===== src/rtl/kb_pkg.sv =====
// Shared constants and types for the keyboard event front end.
//   - KC_*     : {extend, scancode} constants for the default key map.
//   - EVT_*    : bit positions inside a queued event word {key, press, repeat}.
//   - rpt_state_e : auto-repeat state machine encoding.
//   - key_width() : width of a key index for a given number of keys.
package kb_pkg;

   localparam logic [8:0] KC_W     = 9'h01D;
   localparam logic [8:0] KC_A     = 9'h01C;
   localparam logic [8:0] KC_S     = 9'h01B;
   localparam logic [8:0] KC_D     = 9'h023;
   localparam logic [8:0] KC_ENTER = 9'h05A;

   // Event word layout: {key, press, repeat}, key in the upper bits.
   localparam int unsigned EVT_REPEAT_BIT = 0;
   localparam int unsigned EVT_PRESS_BIT  = 1;
   localparam int unsigned EVT_KEY_LSB    = 2;

   typedef enum logic [1:0] {
      StIdle,
      StDelay,
      StPeriod
   } rpt_state_e;

   function automatic int unsigned key_width(int unsigned n);
      return (n > 1) ? $clog2(n) : 1;
   endfunction

endpackage


===== src/rtl/kb_event_fifo.sv =====
// Synchronous first-word-fall-through FIFO.
//   clk, rst   : clock, asynchronous active-high reset
//   push       : write push_data (accepted when not full, or when popping)
//   pop        : discard head (ignored when empty)
//   head       : current head word, valid while !empty
//   count      : number of stored words
//   full/empty : status flags
module kb_event_fifo #(
   parameter int unsigned WIDTH = 5,
   parameter int unsigned DEPTH = 8,
   localparam int unsigned AW = $clog2(DEPTH)
) (
   input  logic             clk,
   input  logic             rst,
   input  logic             push,
   input  logic [WIDTH-1:0] push_data,
   input  logic             pop,
   output logic [WIDTH-1:0] head,
   output logic [AW:0]      count,
   output logic             full,
   output logic             empty
);

   logic [WIDTH-1:0] mem [DEPTH];
   logic [AW:0]      wr_q, rd_q;
   logic             do_push, do_pop;

   // Pointers carry one extra wrap bit so full and empty are distinguishable.
   assign count   = wr_q - rd_q;
   assign empty   = (wr_q == rd_q);
   assign full    = (wr_q[AW] != rd_q[AW]) && (wr_q[AW-1:0] == rd_q[AW-1:0]);
   assign do_pop  = pop & ~empty;
   assign do_push = push & (~full | do_pop);
   assign head    = mem[rd_q[AW-1:0]];

   always_ff @(posedge clk or posedge rst) begin
      if (rst) begin
         wr_q <= '0;
         rd_q <= '0;
      end else begin
         if (do_push) wr_q <= wr_q + 1'b1;
         if (do_pop)  rd_q <= rd_q + 1'b1;
      end
   end

   always_ff @(posedge clk) begin
      if (do_push) mem[wr_q[AW-1:0]] <= push_data;
   end

endmodule


===== src/rtl/kb_event_unit.sv =====
// Keyboard front end: maps scancodes to key indices, tracks held keys,
// auto-repeats the most recently pressed key and queues events.
//   clk, rst               : clock, asynchronous active-high reset
//   code_valid/code/code_break : one-cycle make/break code from the decoder
//   repeat_en              : enables auto-repeat generation
//   evt_ready              : consumer accepts head event
//   evt_valid/evt_key/evt_press/evt_repeat : head event (zero when empty)
//   held                   : held-key bitmap
//   fifo_count             : queued events
//   overflow / ovf_clr     : sticky dropped-event flag and its clear
module kb_event_unit import kb_pkg::*; #(
   parameter int unsigned           NUM_KEYS      = 5,
   parameter logic [NUM_KEYS*9-1:0] KEYMAP        = {KC_ENTER, KC_D, KC_S, KC_A, KC_W},
   parameter int unsigned           FIFO_DEPTH    = 8,
   parameter int unsigned           REPEAT_DELAY  = 50_000_000,
   parameter int unsigned           REPEAT_PERIOD = 10_000_000,
   localparam int unsigned          KW            = key_width(NUM_KEYS),
   localparam int unsigned          CW            = $clog2(FIFO_DEPTH) + 1
) (
   input  logic                clk,
   input  logic                rst,
   input  logic                code_valid,
   input  logic [8:0]          code,
   input  logic                code_break,
   input  logic                repeat_en,
   input  logic                evt_ready,
   output logic                evt_valid,
   output logic [KW-1:0]       evt_key,
   output logic                evt_press,
   output logic                evt_repeat,
   output logic [NUM_KEYS-1:0] held,
   output logic [CW-1:0]       fifo_count,
   output logic                overflow,
   input  logic                ovf_clr
);

   localparam int unsigned EW = KW + 2;

   logic [NUM_KEYS-1:0] held_q, held_d;
   logic [KW-1:0]       tgt_q, tgt_d;
   logic                tgt_vld_q, tgt_vld_d;
   rpt_state_e          st_q, st_d;
   logic [31:0]         cnt_q, cnt_d;
   logic                ovf_q, ovf_d;

   logic                hit;
   logic [KW-1:0]       hit_key;
   logic                hit_held, new_make, release_k, code_push, rpt_push;
   logic                push, pop, fifo_full, fifo_empty;
   logic [EW-1:0]       push_data, head;

   // Scan from the top so the lowest matching index is the one left standing.
   always_comb begin
      hit     = 1'b0;
      hit_key = '0;
      for (int i = int'(NUM_KEYS) - 1; i >= 0; i--) begin
         if (code == KEYMAP[9*i +: 9]) begin
            hit     = 1'b1;
            hit_key = KW'(i);
         end
      end
   end

   assign hit_held  = held_q[hit_key];
   assign new_make  = code_valid & hit & ~code_break & ~hit_held;
   assign release_k = code_valid & hit &  code_break &  hit_held;
   assign code_push = new_make | release_k;

   always_comb begin
      held_d    = held_q;
      tgt_d     = tgt_q;
      tgt_vld_d = tgt_vld_q;
      if (new_make) begin
         held_d[hit_key] = 1'b1;
         tgt_d           = hit_key;
         tgt_vld_d       = 1'b1;
      end else if (release_k) begin
         held_d[hit_key] = 1'b0;
         if (hit_key == tgt_q) tgt_vld_d = 1'b0;
      end
   end

   // Repeat fires when the counter would reach 0; if a code event owns the
   // push slot that cycle, the counter parks at 0 and fires on the next free cycle.
   always_comb begin
      st_d     = st_q;
      cnt_d    = cnt_q;
      rpt_push = 1'b0;
      if (!repeat_en) begin
         st_d = StIdle;
      end else if (new_make) begin
         st_d  = StDelay;
         cnt_d = REPEAT_DELAY;
      end else if (!tgt_vld_d) begin
         st_d = StIdle;
      end else begin
         case (st_q)
            StDelay, StPeriod: begin
               if (cnt_q <= 32'd1) begin
                  if (code_push) begin
                     cnt_d = '0;
                  end else begin
                     rpt_push = 1'b1;
                     cnt_d    = REPEAT_PERIOD;
                     st_d     = StPeriod;
                  end
               end else begin
                  cnt_d = cnt_q - 32'd1;
               end
            end
            default: ;
         endcase
      end
   end

   assign push      = code_push | rpt_push;
   assign push_data = code_push ? {hit_key, ~code_break, 1'b0} : {tgt_q, 1'b1, 1'b1};
   assign pop       = evt_valid & evt_ready;
   assign ovf_d     = (ovf_q & ~ovf_clr) | (push & fifo_full & ~pop);

   always_ff @(posedge clk or posedge rst) begin
      if (rst) begin
         held_q    <= '0;
         tgt_q     <= '0;
         tgt_vld_q <= 1'b0;
         st_q      <= StIdle;
         cnt_q     <= '0;
         ovf_q     <= 1'b0;
      end else begin
         held_q    <= held_d;
         tgt_q     <= tgt_d;
         tgt_vld_q <= tgt_vld_d;
         st_q      <= st_d;
         cnt_q     <= cnt_d;
         ovf_q     <= ovf_d;
      end
   end

   kb_event_fifo #(
      .WIDTH (EW),
      .DEPTH (FIFO_DEPTH)
   ) u_fifo (
      .clk       (clk),
      .rst       (rst),
      .push      (push),
      .push_data (push_data),
      .pop       (pop),
      .head      (head),
      .count     (fifo_count),
      .full      (fifo_full),
      .empty     (fifo_empty)
   );

   // Head fields are forced to zero while empty so stale storage never shows.
   assign evt_valid  = ~fifo_empty;
   assign evt_key    = evt_valid ? head[EW-1:EVT_KEY_LSB] : '0;
   assign evt_press  = evt_valid & head[EVT_PRESS_BIT];
   assign evt_repeat = evt_valid & head[EVT_REPEAT_BIT];
   assign held       = held_q;
   assign overflow   = ovf_q;

endmodule


===== config.mk =====
export PLATFORM = sky130hd
export DESIGN_NAME = kb_event_unit
export DESIGN_NICKNAME = d
export VERILOG_FILES = /design/src/rtl/kb_pkg.sv /design/src/rtl/kb_event_fifo.sv /design/src/rtl/kb_event_unit.sv
export SDC_FILE = /design/constraint.sdc
export NUM_CORES = 1
export LEC_CHECK = 0
export ABC_CLOCK_PERIOD_IN_PS = 8800
export CAP_MARGIN = 10
export CORE_MARGIN = 4
export CORE_UTILIZATION = 60
export DETAILED_ROUTE_END_ITERATION = 10
export GPL_ROUTABILITY_DRIVEN = 0
export PLACE_DENSITY = 0.81
export SLEW_MARGIN = 20
export SYNTH_ARGS = -nofsm -noshare
export SYNTH_HDL_FRONTEND = slang
export SYNTH_SLANG_ARGS = --single-unit

===== constraint.sdc =====
create_clock -name clk -period 8.8 [get_ports clk]
set_input_delay 0.88 -clock clk [delete_from_list [all_inputs] [get_ports clk]]
set_output_delay 0.88 -clock clk [all_outputs]
set_load 0.03 [all_outputs]

==> summary.txt, run 1 <==
final setup TNS - 0 ns
layout cells sized above 1 - 0.100
core area - 7850 um^2
initial antenna violation count - 0
cell taking the most area after synthesis - dfrtp_1
FF-to-FF End - u_fifo.mem[2][4]
slowest CP cell - nor3_1
total track usage - 0.234
sequential power share - 0.488
Initial DRC Count - 335
Final Skew - 0.0125 ns
CTS tree - built
Final #Nets - 508
CP cell instances - clkdlybuf4s50_1 -> nor3b_1 -> o211ai_1 -> a211oi_1 -> a21o_1 -> nor3_1 -> inv_2 -> o21ai_2 -> buf_4 -> nor3_1 -> a22oi_1
H-tree Lvls - 3
Clock Latency Late Sink - 0.36 ns
NetSw - 0.330 mW
Reg clk slew, reported paths - 0.10 ns
Sw Share - 0.318
ANT nets after route - 0
relative slew slack - 0.374
multi-input combinational cell area - 2250 um^2
DRT Pass-1 Iters - 5
Critical Path Source Type - input port
syn nets - 484
r2r worst-path depth - 6
num ports - 32
main flop type after synthesis - dfrtp_1
Yosys warnings - 0
final setup margin - 4.63 ns
Hold Path Sink - u_fifo.rd_q[3]
fmax - 0.240 GHz
critical path data arrival time - 4.37 ns
CTS buffer count - 9
IO buf count - 31
# diodes - 0
Chip Height - 98.7 um
asr flop ratio synth - 0.565
Synth Register Bits - 92
FF-to-FF setup slack - 5.25 ns
initial cell density of the core - 0.629
Die ar. - 9740 um^2
CP top delay family - simple AND/OR/NAND/NOR gates
commonest cells in the netlist - dfrtp_1 (52), nand2_1 (45), edfxtp_1 (40)
CTS Hold Bufs - 0
worst reg2reg path startpoint - cnt_q[18]
Post-DP Area - 5310 um^2
RSZ-0062 raised after global routing - false
DPL Wire Length - 7480 um
Yosys top cell area share - 0.264
critical path class - input port to flip-flop
hold path depth - 1
HP Start - u_fifo.rd_q[3]
Synth area leaders - dfrtp_1 (26%), edfxtp_1 (24%), mux4_2 (4.6%)
global route overflow - 0
final instance area - 5520 um^2
crit end category - flip-flop
most common cell in the synthesized netlist - dfrtp_1
logic gate share of total power - 0.229
Root Buffer - clkbuf_8
post-place setup slack - 4.33 ns
WL/cell - 18.4 um
Period minus WS final - 4.17 ns
vias in the first global route - 3683
final worst path period share - 0.473
setup bufs post-CTS - 0
worst vdd ir - 0.114 mV
Power Dens Cells - 188 nW/um^2
Pint - 0.708 mW
CTS resizes - 0
Die Width - 98.7 um
area delta synth->final - 11.8%
CP peak stage delay - 0.71 ns
Synth Cell Area - 4930 um^2
# DRC - 0
Buffers & Inverters on Critical Path - 3
detailed-route via count - 3867
Post-Synthesis Cells - 460
Slew Limit Fails - 0
Sinks on Clock Net - 92
DR vias/cell - 6.54
MaxCap Viol Count - 0
Leakage Power - 2.14 nW
CTS max path bufs - 2
Yosys cell types - 64
status - complete, no violations
fill count - 573
Worst Setup SP - code[5]
final hold vios - 0
Setup-failing EPs final - 0
WL final - 10900 um
Core Rows - 32
first-pass GRT wire length - 18400 um
clock power share - 0.283
Worst Path Required - 9.01 ns
register area share after synthesis - 0.507
Hold WS - 0.500 ns
pin count of the biggest net entering global routing - 53
Tightest Pin Transition - 0.940 ns
EDFF count, synth - 40
synthesized area per cell - 10.7 um^2
Max FO, Critical Path - 38
worst min path class - flip-flop to flip-flop
FF/Latch Area - 2500 um^2
Worst path most repeated cell - nor3_1
[through the flow]
stage	instances	utilization	power, mW
after floorplan	460	-	0.669
after global placement	575	0.677	0.747
after detailed placement	575	0.677	0.756
after CTS	591	0.703	1.05
after global routing	591	0.703	1.09
final	591	0.703	1.04
[how the worst max path moves through the flow]
stage | end | slack [ns] | cells past startpoint
after floorplan | u_fifo.mem[0][0] | 5.36 | 8
after global placement | cnt_q[23] | 4.43 | 11
after detailed placement | cnt_q[23] | 4.33 | 11
after CTS | cnt_q[23] | 4.69 | 11
after global routing | cnt_q[15] | 4.29 | 11
final | cnt_q[23] | 4.63 | 11
[cell type report]
type / count / area share
flip-flops and latches: 92 / 0.454
multi-input cells: 322 / 0.407
repair buffers: 36 / 0.0631
well taps: 102 / 0.0231
clock buffers: 9 / 0.0225
inverters: 23 / 0.0159
clock inverters: 7 / 0.0147
[worst reg2reg max path: cells and delay by family, from the launching register on]
kind,cells,cell delay [ns]
AND/OR/NAND/NOR,6,2.76
flip-flops,1,0.43
[cell families after synthesis]
family	count (synthesis)	share of synthesized area
AOI/OAI and AO/OA	128	0.180
muxes	16	0.0588
buffers and inverters	46	0.0383
and+or+nand+nor	157	0.171
adders and majority gates	8	0.0218
xor gates and xnor gates	13	0.0231
DFF	92	0.507
[state kept, by name, indices dropped and copies added, names as in the netlist, named ones only]
name	flops
u_fifo.rd_q	4
overflow	1
tgt_vld_q	1
u_fifo.wr_q	4
tgt_q	3
u_fifo.mem	40
cnt_q	32
st_q	2
[power by group through the flow]
stage	sequential, mW	combinational [mW]	clock [mW]
2_1_floorplan	0.486	0.184	0
3_3_place_gp	0.516	0.232	0
3_5_place_dp	0.517	0.239	0
4_1_cts	0.508	0.240	0.298
5_1_grt	0.514	0.257	0.322
6_report	0.507	0.238	0.294
[layout by cell type (no fill, tap or decap), types with 3 or more instances in the layout]
cell type,instances
a2bb2oi_1,5
ha_1,7
a211oi_1,8
nor3_1,18
nand4_1,4
or4_1,5
nor2_1,23
o22a_1,6
edfxtp_1,40
a22o_1,10
o21a_1,3
nand2b_1,3
o31ai_1,12
o22ai_1,4
or3_1,7
inv_1,21
nand2_1,45
mux2_2,4
and2_1,4
nand3_1,14
nor4_1,9
clkinvlp_4,3
a211o_1,11
clkbuf_8,9
buf_4,5
a21oi_1,27
o21ai_0,20
xnor2_1,11
a32o_1,3
dfrtp_1,52
clkdlybuf4s50_1,31
a31oi_1,5
mux4_2,10
[per-layer routing]
layer	part of all wire	vias up	global-route usage
met3	0.068	12	0.0559
met1	0.45	1907	0.342
met5	0	-	0
met2	0.47	153	0.356
met4	0.011	0	0.0599
li1	-	1795	-
Note: power is estimated with default switching activity, not from simulation.
==> inputs of run 2 (changes only) <==
--- a/config.mk
+++ b/config.mk
@@ -5,13 +5,13 @@
 export SDC_FILE = /design/constraint.sdc
 export NUM_CORES = 1
 export LEC_CHECK = 0
-export ABC_CLOCK_PERIOD_IN_PS = 8800
+export ABC_CLOCK_PERIOD_IN_PS = 3800
 export CAP_MARGIN = 10
 export CORE_MARGIN = 4
-export CORE_UTILIZATION = 60
+export CORE_UTILIZATION = 54
 export DETAILED_ROUTE_END_ITERATION = 10
 export GPL_ROUTABILITY_DRIVEN = 0
-export PLACE_DENSITY = 0.81
+export PLACE_DENSITY = 0.77
 export SLEW_MARGIN = 20
 export SYNTH_ARGS = -nofsm -noshare
 export SYNTH_HDL_FRONTEND = slang
==> constraint.sdc (replaced) <==
create_clock -name clk -period 3.8 [get_ports clk]
set_input_delay 0.38 -clock clk [delete_from_list [all_inputs] [get_ports clk]]
set_output_delay 0.38 -clock clk [all_outputs]
set_load 0.03 [all_outputs]
==> run 2 against run 1 <==
Via count fell by 1.0%. Critical endpoint is now u_fifo.mem[7][2]. Die area up 10%. Total power grew 130%. Critical path type is now flip-flop to flip-flop. Register-to-register slack lost 4.7 ns. Worst hold slack got worse by 0.022 ns. Sequential share of layout area down 0.70 points. Sequential cell count unchanged. Global-route usage shrank 1.7 points. Sequential power up 120%. Design area grew 1.6%. Clock-buffer cell count unchanged. Largest power group unchanged. Clock power increased by 120%.
==> summary.txt, run 2 (synthesis results as in run 1) <==
Setup-failing EPs final - 0 (unchanged)
number of flip-flops in the largest register - 40 (unchanged)
most frequent cells in the layout - dfrtp_1 (52), nand2_1 (45), edfxtp_1 (40)
Hold WS - 0.478 ns (-0.0219 ns)
Leakage Power - 2.21 nW (+3.0%)
CTS Hold Bufs - 0 (unchanged)
Die Width - 104 um (+5.0%)
Inst Count DP - 592 (+3.0%)
num ports - 32 (unchanged)
worst vdd ir - 0.300 mV (+160%)
initial cell density of the core - 0.560 (-0.0684)
Initial DRC Count - 225 (-33%)
Worst Path Required - 3.80 ns (-5.21 ns)
WL final - 11300 um (+3.3%)
Die ar. - 10700 um^2 (+10%)
global route overflow - 0 (unchanged)
Chip Height - 104 um (+5.0%)
RSZ-0062 raised after global routing - false
# diodes - 0 (unchanged)
crit end category - flip-flop
Final Skew - 0.0204 ns (+0.00789 ns)
worst reg2reg path startpoint - cnt_q[18]
Finished Layout Cells - 608 (+2.9%)
r2r worst-path depth - 6 (unchanged)
vias in the first global route - 3746 (+1.7%)
Slew Limit Fails - 0 (unchanged)
Max FO, Critical Path - 7 (-82%)
final worst path period share - 0.867
area delta synth->final - 13.6%
Post-DP Area - 5410 um^2 (+1.9%)
Period minus WS final - 3.29 ns
Final #Nets - 519 (+2.2%)
FF-to-FF setup slack - 0.51 ns (-4.74 ns)
core area - 8810 um^2 (+12%)
Worst Setup SP - cnt_q[18]
CP endpoint - u_fifo.mem[7][2]
Sinks on Clock Net - 92 (unchanged)
total track usage - 0.217 (-0.0173)
Tightest Pin Transition - 0.821 ns (-0.119 ns)
layout cells sized above 1 - 0.120 (+0.0198)
first-pass GRT wire length - 19000 um (+3.2%)
Core Rows - 34 (+6.3%)
FF-to-FF End - u_fifo.mem[7][2]
setup bufs post-CTS - 0 (unchanged)
met2 Use GR - 0.357 (+0.000848)
final core occ - 0.636 (-0.0667)
Critical Path Source Type - flip-flop
critical path class - flip-flop to flip-flop
Power Dens Cells - 425 nW/um^2 (+130%)
Root Buffer - clkbuf_8
pin count of the biggest net entering global routing - 39 (-26%)
IO buf count - 31 (unchanged)
final instance area - 5600 um^2 (+1.6%)
CTS resizes - 0 (unchanged)
detailed-route via count - 3827 (-1.0%)
status - complete, no violations
DPL Wire Length - 7880 um (+5.4%)
CTS tree - built
Clock Latency Late Sink - 0.37 ns (about the same)
initial antenna violation count - 0 (unchanged)
critical path data arrival time - 3.30 ns (-1.07 ns)
GRT met3 Usage - 0.0398 (-0.0161)
Reg clk slew, reported paths - 0.10 ns (about the same)
met1 Usage GRT - 0.306 (-0.0367)
final hold vios - 0 (unchanged)
CTS buffer count - 9 (unchanged)
MaxCap Viol Count - 0 (unchanged)
DRT Pass-1 Iters - 4 (-1)
# DRC - 0 (unchanged)
CTS max path bufs - 2 (unchanged)
final setup TNS - 0 ns (unchanged)
DR vias/cell - 6.29 (-3.8%)
WL/cell - 18.5 um (+0.38%)
commonest non-fill, non-tap cell in the layout - dfrtp_1
relative slew slack - 0.453 (+0.0793)
gr busiest metal - met2
fmax - 0.304 GHz
ANT nets after route - 0 (unchanged)
worst min path class - input port to async pin
H-tree Lvls - 3 (unchanged)
-- run 2: cell types whose count changed in the layout (fill, tap and decap cells not counted), sizes merged --
cell and delta:
buf +11, clkinvlp -3, inv +4, bufinv -1
-- run 2: cell type report --
cell class | count | area [um^2]
fill | 680 | 3200
clock inverter | 7 | 66.3
inverter | 23 | 86.3
tap | 108 | 135
sequential | 92 | 2500
timing repair buffer | 47 | 443
clock buffer | 9 | 124
multi-input combinational | 322 | 2250
-- run 2: through the flow --
| stage | power [mW] | worst slack, ns |
|---|---|---|
| 3_3_place_gp | 1.74 | 0.383 |
| 6_report | 2.38 | 0.506 |
| 4_1_cts | 2.41 | 0.508 |
| 2_1_floorplan | 1.55 | 0.568 |
| 3_5_place_dp | 1.77 | 0.307 |
| 5_1_grt | 2.51 | 0.365 |
-- run 2: how the worst min path moves through the flow --
stage / cells after the start / to / slack (ns)
after floorplan: 2 / tgt_q[2] / 0.45
after global placement: 2 / tgt_q[2] / 0.47
after detailed placement: 1 / u_fifo.rd_q[3] / 0.48
final: 2 / overflow / 0.48
after CTS: 2 / overflow / 0.50
after global routing: 1 / u_fifo.rd_q[3] / 0.51
-- run 2: critical path: stages (launching register included) --
cell	delay (ns)
dfrtp_1	0.46
or4_1	0.59
or4_4	0.46
or4_4	0.51
nor3_2	0.29
nor2_1	0.18
nor2_1	0.45
-- run 2: where the power goes --
group / switching (mW) / internal (mW)
Sequential: 0.0735 / 1.07
Combinational: 0.329 / 0.270
Clock: 0.385 / 0.258
Total: 0.787 / 1.59
-- run 2: layer usage --
layer  vias to the layer above  wire length (um)  share of wire
met4                         0                87         0.0077
met2                       108              5430           0.48
met1                      1885              5230           0.46
met5                         -                 0              0
met3                        12               514          0.046
li1                       1822                 -              -
==> inputs of run 3 (changes only) <==
--- a/config.mk
+++ b/config.mk
@@ -12,7 +12,7 @@
 export DETAILED_ROUTE_END_ITERATION = 10
 export GPL_ROUTABILITY_DRIVEN = 0
 export PLACE_DENSITY = 0.77
-export SLEW_MARGIN = 20
+export SKIP_LAST_GASP = 1
 export SYNTH_ARGS = -nofsm -noshare
 export SYNTH_HDL_FRONTEND = slang
 export SYNTH_SLANG_ARGS = --single-unit
==> constraint.sdc (replaced) <==
create_clock -name clk -period 3.8 [get_ports clk]
set_input_delay 0.76 -clock clk [delete_from_list [all_inputs] [get_ports clk]]
set_output_delay 0.76 -clock clk [all_outputs]
set_load 0.03 [all_outputs]
==> run 3 against run 2 <==
Critical path type is now flip-flop to output port. Sequential cell count stayed put. Clock skew is 0.0049 ns lower. Sequential share of layout area is 0.29 points lower. Combinational power is 2% lower. Global-route usage is 0.14 points higher. Worst setup slack worse by 0.27 ns. Routed wire length is 0.94% higher.
==> summary.txt, run 3 (synthesis results as in run 1) <==
CTS buffer count - 9 (unchanged)
Total Power - 2.39 mW (+0.55%)
CP peak stage delay - 0.75 ns (+0.16 ns)
FF-to-FF End - u_fifo.mem[7][0]
# DRC - 0 (unchanged)
Core Rows - 34 (unchanged)
global route overflow - 0 (unchanged)
initial antenna violation count - 0 (unchanged)
Sinks on Clock Net - 92 (unchanged)
total track usage - 0.218 (+0.00141)
commonest non-fill, non-tap cell in the layout - dfrtp_1
Period minus WS final - 3.57 ns (+0.273 ns)
Hold Path Sink - u_fifo.rd_q[3]
Power Dens Cells - 425 nW/um^2 (about the same)
most frequent cells in the layout - dfrtp_1 (52), nand2_1 (45), edfxtp_1 (40)
Clock Latency Late Sink - 0.38 ns (about the same)
IO buf count - 31 (unchanged)
layout cells sized above 1 - 0.130 (+0.0104)
status - complete, no violations
CP top delay family - buffers and inverters
Leakage Power - 2.23 nW (+0.87%)
Tightest Pin Transition - 0.870 ns (+0.0497 ns)
crit end category - output port
worst reg2reg path startpoint - cnt_q[18]
Buffers & Inverters on Critical Path - 3 (+3)
CTS tree - built
HP Start - u_fifo.rd_q[3]
H-tree Lvls - 3 (unchanged)
CP cell instances - inv_1 -> ha_1 -> nand3_1 -> nor2b_1 -> inv_1 -> clkdlybuf4s50_1
area delta synth->final - 14.3%
# diodes - 0 (unchanged)
setup bufs post-CTS - 0 (unchanged)
MaxCap Viol Count - 0 (unchanged)
DPL Wire Length - 8100 um (+2.8%)
Worst Path Required - 3.04 ns (-0.76 ns)
ANT nets after route - 0 (unchanged)
CTS Hold Bufs - 0 (unchanged)
final hold vios - 0 (unchanged)
critical path class - flip-flop to output port
worst vdd ir - 0.351 mV (+17%)
final worst path period share - 0.939 (+0.0718)
first-pass GRT wire length - 19200 um (+0.80%)
FF-to-FF setup slack - 0.59 ns (+0.08 ns)
Max FO, Critical Path - 15 (+8)
Slew Limit Fails - 0 (unchanged)
core area - 8810 um^2 (unchanged)
Setup-failing EPs final - 0 (unchanged)
Root Buffer - clkbuf_8
Final #Nets - 525 (+1.2%)
initial cell density of the core - 0.560 (unchanged)
WL final - 11400 um (+0.94%)
Initial DRC Count - 299 (+33%)
number of flip-flops in the largest register - 40 (unchanged)
Chip Height - 104 um (unchanged)
worst min path class - flip-flop to flip-flop
pin count of the biggest net entering global routing - 53 (+36%)
Die Width - 104 um (unchanged)
CTS resizes - 0 (unchanged)
fmax - 0.280 GHz (-7.6%)
Reg clk slew, reported paths - 0.09 ns (about the same)
vias in the first global route - 3772 (+0.69%)
Die ar. - 10700 um^2 (unchanged)
Critical Path Source Type - flip-flop
WL/cell - 18.5 um (about the same)
detailed-route via count - 3915 (+2.3%)
DR vias/cell - 6.38 (+1.3%)
relative slew slack - 0.415 (-0.0376)
critical path data arrival time - 2.81 ns (-0.49 ns)
hold path depth - 1
Worst path most repeated cell - inv_1
CTS max path bufs - 2 (unchanged)
num ports - 32 (unchanged)
slowest CP cell - dfrtp_1
r2r worst-path depth - 6 (unchanged)
DRT Pass-1 Iters - 4 (unchanged)
Final Skew - 0.0155 ns (-0.00492 ns)
final setup TNS - 0 ns (unchanged)
RSZ-0062 raised after global routing - false
==> run 3: cell types whose count changed in the layout (fill, tap and decap cells not counted), sizes merged <==
| cell | delta |
|---|---|
| clkinvlp | +1 |
| buf | +6 |
| inv | -1 |
==> run 3: worst max path at each step <==
stage,start,cells after the start,endpoint,slack (ns)
4_1_cts,u_fifo.rd_q[1],6,evt_valid,0.19
2_1_floorplan,code[3],8,u_fifo.mem[0][0],0.48
3_3_place_gp,code[2],9,cnt_q[31],0.19
3_5_place_dp,code[2],10,cnt_q[23],0.04
6_report,u_fifo.rd_q[1],6,evt_valid,0.23
5_1_grt,u_fifo.rd_q[1],6,evt_valid,0.04
==> run 3: routing by layer <==
metal	global-route usage	vias to the layer above	part of all wire
met3	0.0442	17	0.053
met2	0.335	117	0.48
met4	0.0598	0	0.012
met1	0.318	1946	0.46
met5	0	-	0
li1	-	1835	-
==> run 3: report_power, final <==
part           switching (mW)  internal, mW
clock network           0.399         0.260
logic                   0.318         0.271
registers              0.0798          1.07
==> run 3: stage by stage <==
step           hold WS, ns  setup slack, ns  instance area [um^2]  cells   util
6_report             0.493            0.233                  5640    614  0.640
5_1_grt              0.530           0.0369                  5640    614  0.640
4_1_cts              0.501            0.187                  5640    614  0.640
3_5_place_dp         0.484           0.0402                  5450    598  0.618
3_3_place_gp         0.463            0.195                  5450    598  0.618
2_1_floorplan        0.450            0.480                  4930    460      -
==> run 3: area by class of cell <==
class | instances | area [um^2]
Inverter | 23 | 86.3
Timing Repair Buffer | 53 | 475
Clock inverter | 7 | 70.1
Sequential cell | 92 | 2500
Tap cell | 108 | 135
Clock buffer | 9 | 124
Fill cell | 674 | 3170
Multi-Input combinational cell | 322 | 2250
